### config.mk
export PLATFORM = sky130hd
export DESIGN_NAME = if_id_fetch_queue
export DESIGN_NICKNAME = d
export VERILOG_FILES = /design/src/rtl/if_id_fetch_queue.sv
export SDC_FILE = /design/constraint.sdc
export NUM_CORES = 1
export LEC_CHECK = 0
export ABC_AREA = 0
export CORE_MARGIN = 2
export CORE_UTILIZATION = 50
export CTS_CLUSTER_DIAMETER = 200
export DETAILED_ROUTE_END_ITERATION = 12
export PLACE_DENSITY = 0.71
export SYNTH_ARGS = -nofsm -noshare
export SYNTH_HDL_FRONTEND = slang
export SYNTH_SLANG_ARGS = --single-unit
### constraint.sdc
create_clock -name clk -period 10.1 [get_ports clk]
set_input_delay 2.02 -clock clk [delete_from_list [all_inputs] [get_ports clk]]
set_output_delay 2.02 -clock clk [all_outputs]
set_load 0.02 [all_outputs]
### src/rtl/if_id_fetch_queue.sv
// IF/ID instruction fetch queue: circular buffer of {PC+4, instruction} pairs
// with valid/ready handshakes on both sides, show-ahead head and branch flush.
module if_id_fetch_queue #(
  parameter int unsigned DEPTH = 4,
  parameter int unsigned AW    = 32,
  parameter int unsigned DW    = 32
) (
  input  logic                   clk,
  input  logic                   rst,
  input  logic                   in_valid,
  output logic                   in_ready,
  input  logic [AW-1:0]          in_pc4,
  input  logic [DW-1:0]          in_ir,
  input  logic                   flush,
  output logic                   out_valid,
  input  logic                   out_ready,
  output logic [AW-1:0]          out_pc4,
  output logic [DW-1:0]          out_ir,
  output logic [$clog2(DEPTH):0] count
);

  localparam int unsigned PW = $clog2(DEPTH);
  localparam logic [PW:0]   CNT_FULL = DEPTH[PW:0];
  localparam logic [PW:0]   CNT_ONE  = 1;
  localparam logic [PW-1:0] PTR_ONE  = 1;

  logic [AW-1:0] mem_pc4 [DEPTH];
  logic [DW-1:0] mem_ir  [DEPTH];
  logic [PW-1:0] wr_ptr;
  logic [PW-1:0] rd_ptr;
  logic          push;
  logic          pop;

  // Full queue never accepts, even when ID pops in the same cycle.
  always_comb begin
    in_ready  = ~rst & (count != CNT_FULL);
    out_valid = (count != '0);
    push      = in_valid & in_ready;
    pop       = out_valid & out_ready;
    out_pc4   = out_valid ? mem_pc4[rd_ptr] : '0;
    out_ir    = out_valid ? mem_ir[rd_ptr]  : '0;
  end

  always_ff @(posedge clk) begin
    if (rst || flush) begin
      wr_ptr <= '0;
      rd_ptr <= '0;
      count  <= '0;
    end else begin
      if (push) wr_ptr <= wr_ptr + PTR_ONE;
      if (pop)  rd_ptr <= rd_ptr + PTR_ONE;
      case ({push, pop})
        2'b10:   count <= count + CNT_ONE;
        2'b01:   count <= count - CNT_ONE;
        default: count <= count;
      endcase
    end
  end

  // Storage is never reset; a pair presented alongside flush is dropped.
  always_ff @(posedge clk) begin
    if (push && !flush) begin
      mem_pc4[wr_ptr] <= in_pc4;
      mem_ir[wr_ptr]  <= in_ir;
    end
  end

endmodule

==> impl_summary.txt <==
----------------------------------------------------
[Placed design]
  Count of input and output buffers ... 137
  DP Wirelength ... 10180 µm
  Weighted congestion reported at the end of routability-driven placement ... 0.7027

[Power]
  Switching pwr ... 427.2 µW
  Power density over the cells ... 173.9 nW/µm²
  Power share of the sequential group ... 55.8%
  Worst supply voltage drop on vdd ... 0.1068 mV
  Total leakage power ... 0.003941 µW
  Clk pwr share ... 39.2%
  Overall Power ... 2186 µW
  Switching share of power ... 19.54%
  Combinational share of power ... 5.0%
  Int Pwr ... 1759 µW

[Setup path]
  R2R Path Start ... count[0]$_SDFFE_PP0P_
  Number of buffer and inverter instances along the worst setup path ... 2
  Register-to-Register Setup Slack ... 7.50 ns
  Critical Path, Cell by Cell ... buf_4, mux4_2, and2_1, clkdlybuf4s50_1
  Logic depth of the worst path, buffers included ... 4
  Critical path data arrival time ... 3.34 ns
  Worst r2r dst ... mem_ir[1][20]$_DFFE_PP_
  Type of element capturing the critical path ... primary output
  Maximum net fanout on the critical path ... 34
  Crit path max-delay cell type ... sky130_fd_sc_hd__dfxtp_4
  CP Data Required Time ... 8.08 ns
  CP startpoint kind ... flop
  Top cell family by delay on the critical path ... buffers and inverters
  Class of the most critical setup path ... reg2out
  Capturing element of the worst setup path ... out_ir[26]
  Cells on worst reg2reg path ... 4
  Maximum single-stage delay on the critical path ... 0.78 ns

[Layout]
  Commonest cells after routing, fill and taps aside ... sky130_fd_sc_hd__edfxtp_1, sky130_fd_sc_hd__clkdlybuf4s50_1, sky130_fd_sc_hd__and2_1
  Fillers ... 1420
  Share of cells above drive strength 1 ... 17.25%
  Leading cell type in the layout, fill and taps excluded ... sky130_fd_sc_hd__edfxtp_1
  Number of nets in the final layout ... 682
  Area growth, synth to finish ... 22.94%
  Fin util ... 62.34%

[Timing]
  Highest achievable clock rate ... 186.6 MHz
  Final hold violation count ... 0
  Slew margin rel. ... 20.62%
  Crit share post-route ... 53.05%
  Pin slew with the least headroom to its limit ... 1.191 ns
  RSZ-0062 raised after global routing ... false
  Number of endpoints failing setup at the final stage ... 0
  Final min period ... 5.358 ns
  Fin Setup TNS ... 0 ns
  Final Max Tran Viols ... 0
  Skew final ... 0.009013 ns

[Routing]
  Initial DRT Pass Iterations ... 4
  Overall via count from detail_route ... 4781
  DRC marker count from the first detailed-route iteration ... 242
  DRT antenna net count ... 0
  Post-route DRC violation count ... 0
  Average vias per placed instance ... 5.330
  Routed WL per cell ... 20.55 µm
  Total detailed-routing wirelength ... 18440 µm

[Synthesis]
  Post-synth top area share ... 75.16%
  Post-Syn Area ... 10230 µm²
  Synth Flop Type ... sky130_fd_sc_hd__edfxtp_1
  Cell types occupying the most area after synthesis ... sky130_fd_sc_hd__edfxtp_1, sky130_fd_sc_hd__mux4_2, sky130_fd_sc_hd__and2_1
  Post-synthesis cell type count ... 27
  Net count after synthesis ... 534
  EDFF count, synth ... 256
  Share of synthesized area occupied by flip-flops and latches ... 76.92%
  Async S/R FF share, synth ... 0%
  Post-synthesis average cell area ... 22.28 µm²
  Yosys top cell by area ... sky130_fd_sc_hd__edfxtp_1
  Yosys reg bits ... 265
  Syn Inst Count ... 459
  Yosys warnings ... 0

[Clock tree]
  Clock root cell ... sky130_fd_sc_hd__clkbuf_16
  Number of gates resized after cts ... 0
  Clock insertion delay at the later pin of the skew report ... 0.51 ns
  CTS tree ... done
  Buffers from clock root to sink, at most ... 3
  CTS Buf Count ... 26
  Number of buffers added to fix hold violations after cts ... 0
  # clock sinks ... 265
  Setup fix buffers added after clock tree synthesis ... 0
  Clock-pin transition on the worst setup and hold timing paths ... 0.06 ns
  H-tree depth ... 1

[GRT]
  Number of antenna violations at the first check in global routing ... 1
  GR Overflow Total ... 0
  Largest net degree at the start of global routing ... 66
  Total routing usage reported by global routing ... 17.50%
  Global-route wire length before repair ... 28970 µm
  Number of global-route vias before repair ... 5225

[Run]
  Number of maximum-capacitance constraint violations ... 0

[Hold path]
  Type of the worst min-delay path ... reg2reg

[Die]
  DIE HEIGHT ... 147.0 µm
  Floorplan Core Area ... 20170 µm²
  Floorplan die area ... 21620 µm²
  Row count ... 52
  Horizontal die dimension ... 147.0 µm
  Count of boundary I/O pins ... 138
  Initial core utilization ... 50.71%

[Run status]
  Outcome ... completed

----------------------------------------------------
-- tightest hold or removal path: cells and delay by family, from the launching register on --
family	cells	cell delay [ns]
DFF	1	0.34
muxes	1	0.06
and+or+nand+nor	1	0.06
-- flip-flops by register name (all words and copies together), names as in the netlist, named ones only --
name	cells
count	3
wr_ptr	2
mem_ir	128
mem_pc4	128
rd_ptr	2
-- worst min-delay path by stage --
stage | start | endpoint | cells past startpoint
3_5_place_dp | wr_ptr[0]$_SDFFE_PP0P_ | wr_ptr[0]$_SDFFE_PP0P_ | 2
2_1_floorplan | wr_ptr[1]$_SDFFE_PP0P_ | wr_ptr[1]$_SDFFE_PP0P_ | 2
5_1_grt | rd_ptr[0]$_SDFFE_PP0P_ | rd_ptr[0]$_SDFFE_PP0P_ | 2
3_3_place_gp | wr_ptr[1]$_SDFFE_PP0P_ | wr_ptr[1]$_SDFFE_PP0P_ | 2
6_report | wr_ptr[1]$_SDFFE_PP0P_ | wr_ptr[1]$_SDFFE_PP0P_ | 2
4_1_cts | wr_ptr[0]$_SDFFE_PP0P_ | wr_ptr[0]$_SDFFE_PP0P_ | 2
-- kinds of logic after synthesis --
logic type      after synthesis  synth area share [%]
flops                       265                 76.92
xor+xnor                      4                0.3425
compound gates                5                0.3058
fa+ha+maj                     6                0.8073
simple gates                 85                 5.052
mux                          66                 14.43
buf+inv                      28                 2.141
-- per-layer routing --
| metal | part of all wire (%) | wire length (µm) | GRT usage, % |
|---|---|---|---|
| met2 | 50 | 9261 | 29.81 |
| met1 | 43 | 7861 | 23.68 |
| met4 | 1.5 | 281 | 4.375 |
| met3 | 5.6 | 1032 | 3.416 |
| met5 | 0 | 0 | 0 |
-- cell usage after synthesis (2+ instances only) --
library cell,instances
sky130_fd_sc_hd__inv_1,6
sky130_fd_sc_hd__mux2i_1,2
sky130_fd_sc_hd__nor2_1,7
sky130_fd_sc_hd__mux4_1,4
sky130_fd_sc_hd__xor2_1,4
sky130_fd_sc_hd__clkbuf_1,8
sky130_fd_sc_hd__mux4_2,60
sky130_fd_sc_hd__buf_2,6
sky130_fd_sc_hd__or3_1,2
sky130_fd_sc_hd__dfxtp_1,9
sky130_fd_sc_hd__a21oi_1,2
sky130_fd_sc_hd__ha_1,5
sky130_fd_sc_hd__edfxtp_1,256
sky130_fd_sc_hd__and2_1,64
sky130_fd_sc_hd__nor3b_1,4
sky130_fd_sc_hd__nand2_1,4
sky130_fd_sc_hd__buf_12,6
-- area by class of cell --
class / instances / area [µm²] / area share (%)
sequential: 265 / 7875 / 62.63
tap: 270 / 337.8 / 2.687
inverter: 6 / 22.52 / 0.1791
antenna: 1 / 2.502 / 0.01990
timing repair buffer: 142 / 1409 / 11.20
clock inverter: 14 / 66.31 / 0.5274
clock buffer: 33 / 698.2 / 5.552
multi-input combinational: 166 / 2163 / 17.20
-- power by group through the flow --
stage | combinational, µW | sequential (µW) | clock (µW)
after floorplan | 45.9 | 1240 | 0
after global placement | 107 | 1240 | 0
after detailed placement | 110 | 1240 | 0
after CTS | 111 | 1220 | 881
after global routing | 117 | 1220 | 929
final | 109 | 1220 | 858
-- through the flow --
step | setup slack [ns] | instances | hold WS [ns] | instance area, µm²
2_1_floorplan | 2.475 | 459 | 0.4709 | 10230
3_3_place_gp | 4.861 | 849 | 0.4812 | 11810
3_5_place_dp | 4.852 | 849 | 0.5066 | 11810
4_1_cts | 4.637 | 896 | 0.5175 | 12570
5_1_grt | 4.469 | 896 | 0.5527 | 12570
6_report | 4.742 | 897 | 0.5118 | 12570
No activity file was read; power rests on OpenSTA's default activity.
==> variant 1 (same settings) <==
Register the output `count` once more; this adds one clock of latency there. The other outputs are not delayed to match.
--- a/src/rtl/if_id_fetch_queue.sv
+++ b/src/rtl/if_id_fetch_queue.sv
@@ -24,6 +24,8 @@
   localparam logic [PW:0]   CNT_ONE  = 1;
   localparam logic [PW-1:0] PTR_ONE  = 1;
 
+  logic [$clog2(DEPTH):0] count_s0;
+
   logic [AW-1:0] mem_pc4 [DEPTH];
   logic [DW-1:0] mem_ir  [DEPTH];
   logic [PW-1:0] wr_ptr;
@@ -33,8 +35,8 @@
 
   // Full queue never accepts, even when ID pops in the same cycle.
   always_comb begin
-    in_ready  = ~rst & (count != CNT_FULL);
-    out_valid = (count != '0);
+    in_ready  = ~rst & (count_s0 != CNT_FULL);
+    out_valid = (count_s0 != '0);
     push      = in_valid & in_ready;
     pop       = out_valid & out_ready;
     out_pc4   = out_valid ? mem_pc4[rd_ptr] : '0;
@@ -45,14 +47,14 @@
     if (rst || flush) begin
       wr_ptr <= '0;
       rd_ptr <= '0;
-      count  <= '0;
+      count_s0 <= '0;
     end else begin
       if (push) wr_ptr <= wr_ptr + PTR_ONE;
       if (pop)  rd_ptr <= rd_ptr + PTR_ONE;
       case ({push, pop})
-        2'b10:   count <= count + CNT_ONE;
-        2'b01:   count <= count - CNT_ONE;
-        default: count <= count;
+        2'b10:   count_s0 <= count_s0 + CNT_ONE;
+        2'b01:   count_s0 <= count_s0 - CNT_ONE;
+        default: count_s0 <= count_s0;
       endcase
     end
   end
@@ -65,5 +67,9 @@
     end
   end
 
+  always_ff @(posedge clk) begin
+    count <= count_s0;
+  end
+
 endmodule
 
Function: changed (a bounded check fails within 4 cycles, from zero or initial values).
==> variant 1 against the original RTL <==
Sequential cell count increased by 3; worst setup slack improved by 0.027 ns; via count up 0.38%; clock power rose by 7.5%; synthesized area is 0.59% higher; fmax grew 0.52%; synthesized cell count rose by 0.65%; clock skew shrank 0.0015 ns; power up 3.5%; cell area is 1.1% higher; hold slack worse by 0.086 ns; routed wire length up 0.93%; critical endpoint is now out_pc4[1].
==> variant 1: results (changes against the original RTL) <==
largest net degree at the start of global routing=66 (unchanged); Crit path arrival time=3.31 ns (-0.03 ns); via count=4799 (+0.38%); hold path cells=0 (-2); antenna violations before repair=0 (-1); Hold Crit Start=count_s0[1]; Leakage Power=0.004018 uW (+2.0%); DR iter-0 viols=256 (+5.8%); Synth Net Count=537 (+0.56%); hpwl dp=10740 um (+5.5%); adder-cell area share of the yosys netlist=0.8026% (-0.0047 points); Layout Cells excl Fill=903 (+0.67%); final net count=688 (+0.88%); clk buf depth=3 (unchanged); Critical R2R Launch=count_s0[0]; number of distinct library cells after synthesis=27 (unchanged); vias in the first global route=5331 (+2.0%); clock skew=0.007547 ns (-0.001466 ns); Mean Syn Cell Area=22.27 sq um (about the same); status=completed; Regs by FF count=mem_ir: 128 flops, mem_pc4: 128 flops; top post-synthesis cells by count=256 x edfxtp_1, 64 x and2_1, 60 x mux4_2; worst hold slack=0.4255 ns (-0.08637 ns); routability cong.=0.7421 (+5.6%); pre-CTS setup slack=4.878 ns (+0.02566 ns); global-route wire length before repair=29220 um (+0.88%); CTS resizes=0 (unchanged); R2R Setup Slk=7.31 ns (-0.19 ns); Tot GR Track Use=17.47% (-0.034 points); CP delay by family, top=buffers and inverters; CP max FO=34 (unchanged); antenna cell count=0 (-1); r2r endpoint=mem_ir[1][31]; DP Area=11890 sq um (+0.70%); hold endpoint=count[1]; VDD IR-drop max=0.1065 mV (-0.27%); Compound-Gate Fraction of Synth Area=0.3040% (-0.0018 points); Seq/Total Area, Yosys=77.05% (+0.13 points); worst skew pair latency=0.52 ns; post-synthesis xor/xnor area fraction=0.3405% (-0.0020 points); multiplexer share of the synthesized area=14.35% (-0.084 points); Inst Count DP=855 (+0.71%); fraction of layout cells with a size suffix above 1=18.48% (+1.2 points); post-synthesis async set-or-reset flop share=0% (unchanged); top cells by area in the synthesized netlist=edfxtp_1 75%, mux4_2 13%, and2_1 3.9%, dfxtp_1 2.3%, buf_12 1.2%; Slew @ Worst Pin=1.167 ns (-0.02358 ns); drt total wl=18610 um (+0.93%)
## variant 1: changes by cell type in the layout (fill, tap and decap cells not counted), sizes merged
cell	change
clkinv	+1
clkbuf	-2
dfxtp	+3
buf	+3
bufinv	+2
diode	-1
## variant 1: logic make-up after synthesis
kind of cell,after synthesis
fa+ha+maj,6
compound gates,5
xor+xnor,4
flops,268
buf+inv,28
mux,66
simple gates,85
## variant 1: metal layers
metal	up-vias	wire length, um	GRT usage [%]
li1	2174	-	-
met1	2479	7672	22.78
met2	116	9708	30.61
met3	30	897	3.272
met4	0	330	4.663
met5	-	0	0
## variant 1: how the worst max path moves through the flow
stage,startpoint,endpoint,slack (ns),depth (start not counted)
after floorplan,rst,mem_ir[1][0],2.48,2
after global placement,rst,in_ready,4.87,3
after detailed placement,rst,in_ready,4.88,3
after CTS,register,out_pc4[1],4.60,4
after global routing,register,out_pc4[1],4.53,4
final,register,out_pc4[1],4.77,4
## variant 1: report_power, final
group / switching (uW) / total, uW / leakage, uW / internal, uW
combinational: 50.9 / 109 / 0.00120 / 57.7
clock: 385 / 922 / 0.000409 / 537
sequential: 4.22 / 1230 / 0.00241 / 1230
total: 440 / 2260 / 0.00402 / 1820
## variant 1: final cells by class
type                       count  area (sq um)
clock buffer                  31         690.7
clock inverter                17         131.4
fill                        1362          7522
inverter                       6         22.52
multi-input combinational    166          2163
sequential                   268          7935
tap                          270         337.8
timing repair buffer         145          1431
==> variant 2 (config.mk and constraints unchanged) <==
Made on the original files. Set the parameter `DW` to 40 (it was 32).
--- a/src/rtl/if_id_fetch_queue.sv
+++ b/src/rtl/if_id_fetch_queue.sv
@@ -3,7 +3,7 @@
 module if_id_fetch_queue #(
   parameter int unsigned DEPTH = 4,
   parameter int unsigned AW    = 32,
-  parameter int unsigned DW    = 32
+  parameter int unsigned DW    = 40
 ) (
   input  logic                   clk,
   input  logic                   rst,
Ports: changed (resized in_ir and out_ir); port bits go from 138 to 154. The function was not compared with the original's and may differ.
==> variant 2 against the original RTL <==
Sequential cell count increased by 32; synthesized area grew 12%; power is 21% higher; first-iteration DRC count grew 25%; cell area is 14% higher; routed wire length is 14% higher; critical path depth unchanged; non-clock buffer count is 21 higher; sequential share of layout area down 0.72 points; highest routed layer is now met5; largest power group unchanged; critical path type unchanged; final cell count grew 10%; worst setup slack lost 0.10 ns; count of clock-buffer cells in the layout up 6.
==> variant 2: results (changes against the original RTL) <==
status=completed; Tot GR Track Use=17.72% (+0.22 points); adder-cell area share of the yosys netlist=0.7219% (-0.085 points); top post-synthesis cells by count=288 x edfxtp_1, 72 x and2_1, 70 x mux4_2; top cells by area in the synthesized netlist=edfxtp_1 76%, mux4_2 14%, and2_1 3.9%, dfxtp_1 1.6%, buf_12 1.2%; fillers=1564 (+10%); Avg Vias per Cell=5.483 (+2.9%); clock skew=0.01613 ns (+0.007119 ns); Inst Count DP=933 (+9.9%); vias in the first global route=6002 (+15%); Worst path slowest cell=dfxtp_4; drt total wl=20970 um (+14%); Seq/Total Area, Yosys=77.17% (+0.26 points); TritonCTS Buffers=30 (+15%); DR iter-0 viols=302 (+25%); Compound-Gate Fraction of Synth Area=0.2734% (-0.032 points); Crit path arrival time=3.44 ns (+0.10 ns); Critical R2R Launch=count[2]; VDD IR-drop max=0.1253 mV (+17%); worst hold slack=0.5169 ns (+0.005112 ns); number of distinct library cells after synthesis=26 (-3.7%); Post-synth EDFFs=288 (+13%); CP max FO=40 (+18%); Slew HR=24.53% (+3.9 points); top-area cell type share of the netlist area=75.60% (+0.44 points); DP Area=13210 sq um (+12%); Mean Syn Cell Area=22.43 sq um (+0.66%); fraction of layout cells with a size suffix above 1=19.60% (+2.3 points); pre-CTS setup slack=4.865 ns (+0.01305 ns); post-synthesis xor/xnor area fraction=0.3062% (-0.036 points); worst skew pair latency=0.53 ns (+0.02 ns); Net Sw Frac=18.78% (-0.76 points); antenna cell count=0 (-1); R2R Setup Slk=7.48 ns (-0.02 ns); Leakage Power=0.004520 uW (+15%); largest net degree at the start of global routing=74 (+12%); Synth Net Count=593 (+11%); via count=5423 (+13%); YS warnings=0 (unchanged); clk buf depth=3 (unchanged); Regs by FF count=mem_ir: 160 flops, mem_pc4: 128 flops, count: 3 flops; final net count=763 (+12%); routability cong.=0.7424 (+5.6%); global-route wire length before repair=32800 um (+13%); hpwl dp=11600 um (+14%); multiplexer share of the synthesized area=14.42% (-0.019 points); r2r endpoint=count[2]; FF-to-FF path depth=8 (+4); slowest stage delay, CP=0.78 ns (about the same)
==> variant 2: cell types whose count changed after synthesis, sizes merged <==
cell	unedited run	this run
and2	64	72
buf	13	15
clkbuf	9	10
edfxtp	256	288
mux4	64	72
==> variant 2: kinds of logic (layout without fill, tap and decap cells) <==
family,Yosys count,in the layout
simple gates,93,93
flops,297,297
compound gates,5,5
fa+ha+maj,6,6
xor+xnor,4,4
buf+inv,31,225
mux,74,74
==> variant 2: per-layer routing <==
metal	track usage, %	share of wire, %
met1	23.77	42
met4	3.801	1.2
met2	30.46	51
met3	3.760	6.2
met5	0	0.076
==> variant 2: power groups by stage <==
stage          sequential [uW]  combinational (uW)  clock [uW]
2_1_floorplan             1390                51.1           0
3_3_place_gp              1390                 119           0
3_5_place_dp              1390                 123           0
4_1_cts                   1370                 124        1180
5_1_grt                   1370                 131        1220
6_report                  1370                 122        1160
==> variant 2: tightest hold or removal path, cell delays in order, from the launching register on <==
cell and delay [ns]:
dfxtp_1 0.34, nand2_1 0.07, mux2i_1 0.06
==> variant 2: worst max-delay path by stage <==
stage                        start  cells past startpoint            to  slack (ns)
after floorplan                rst                      2  mem_ir[1][0]        1.87
after global placement         rst                      3      in_ready        4.86
after detailed placement       rst                      3      in_ready        4.87
after CTS                 register                      4    out_pc4[8]        4.48
after global routing      register                      4     out_ir[8]        4.34
final                     register                      4   out_pc4[12]        4.64
==> variant 2: final cells by class <==
type                    count  area, sq um  share of cell area [%]
repair buffers            163         1607                   11.26
well taps                 285        356.6                   2.498
multi-input cells         182         2386                   16.72
inverters                   6        22.52                  0.1578
clock inverters            17        209.0                   1.464
clock buffers              39        855.8                   5.996
flip-flops and latches    297         8836                   61.91
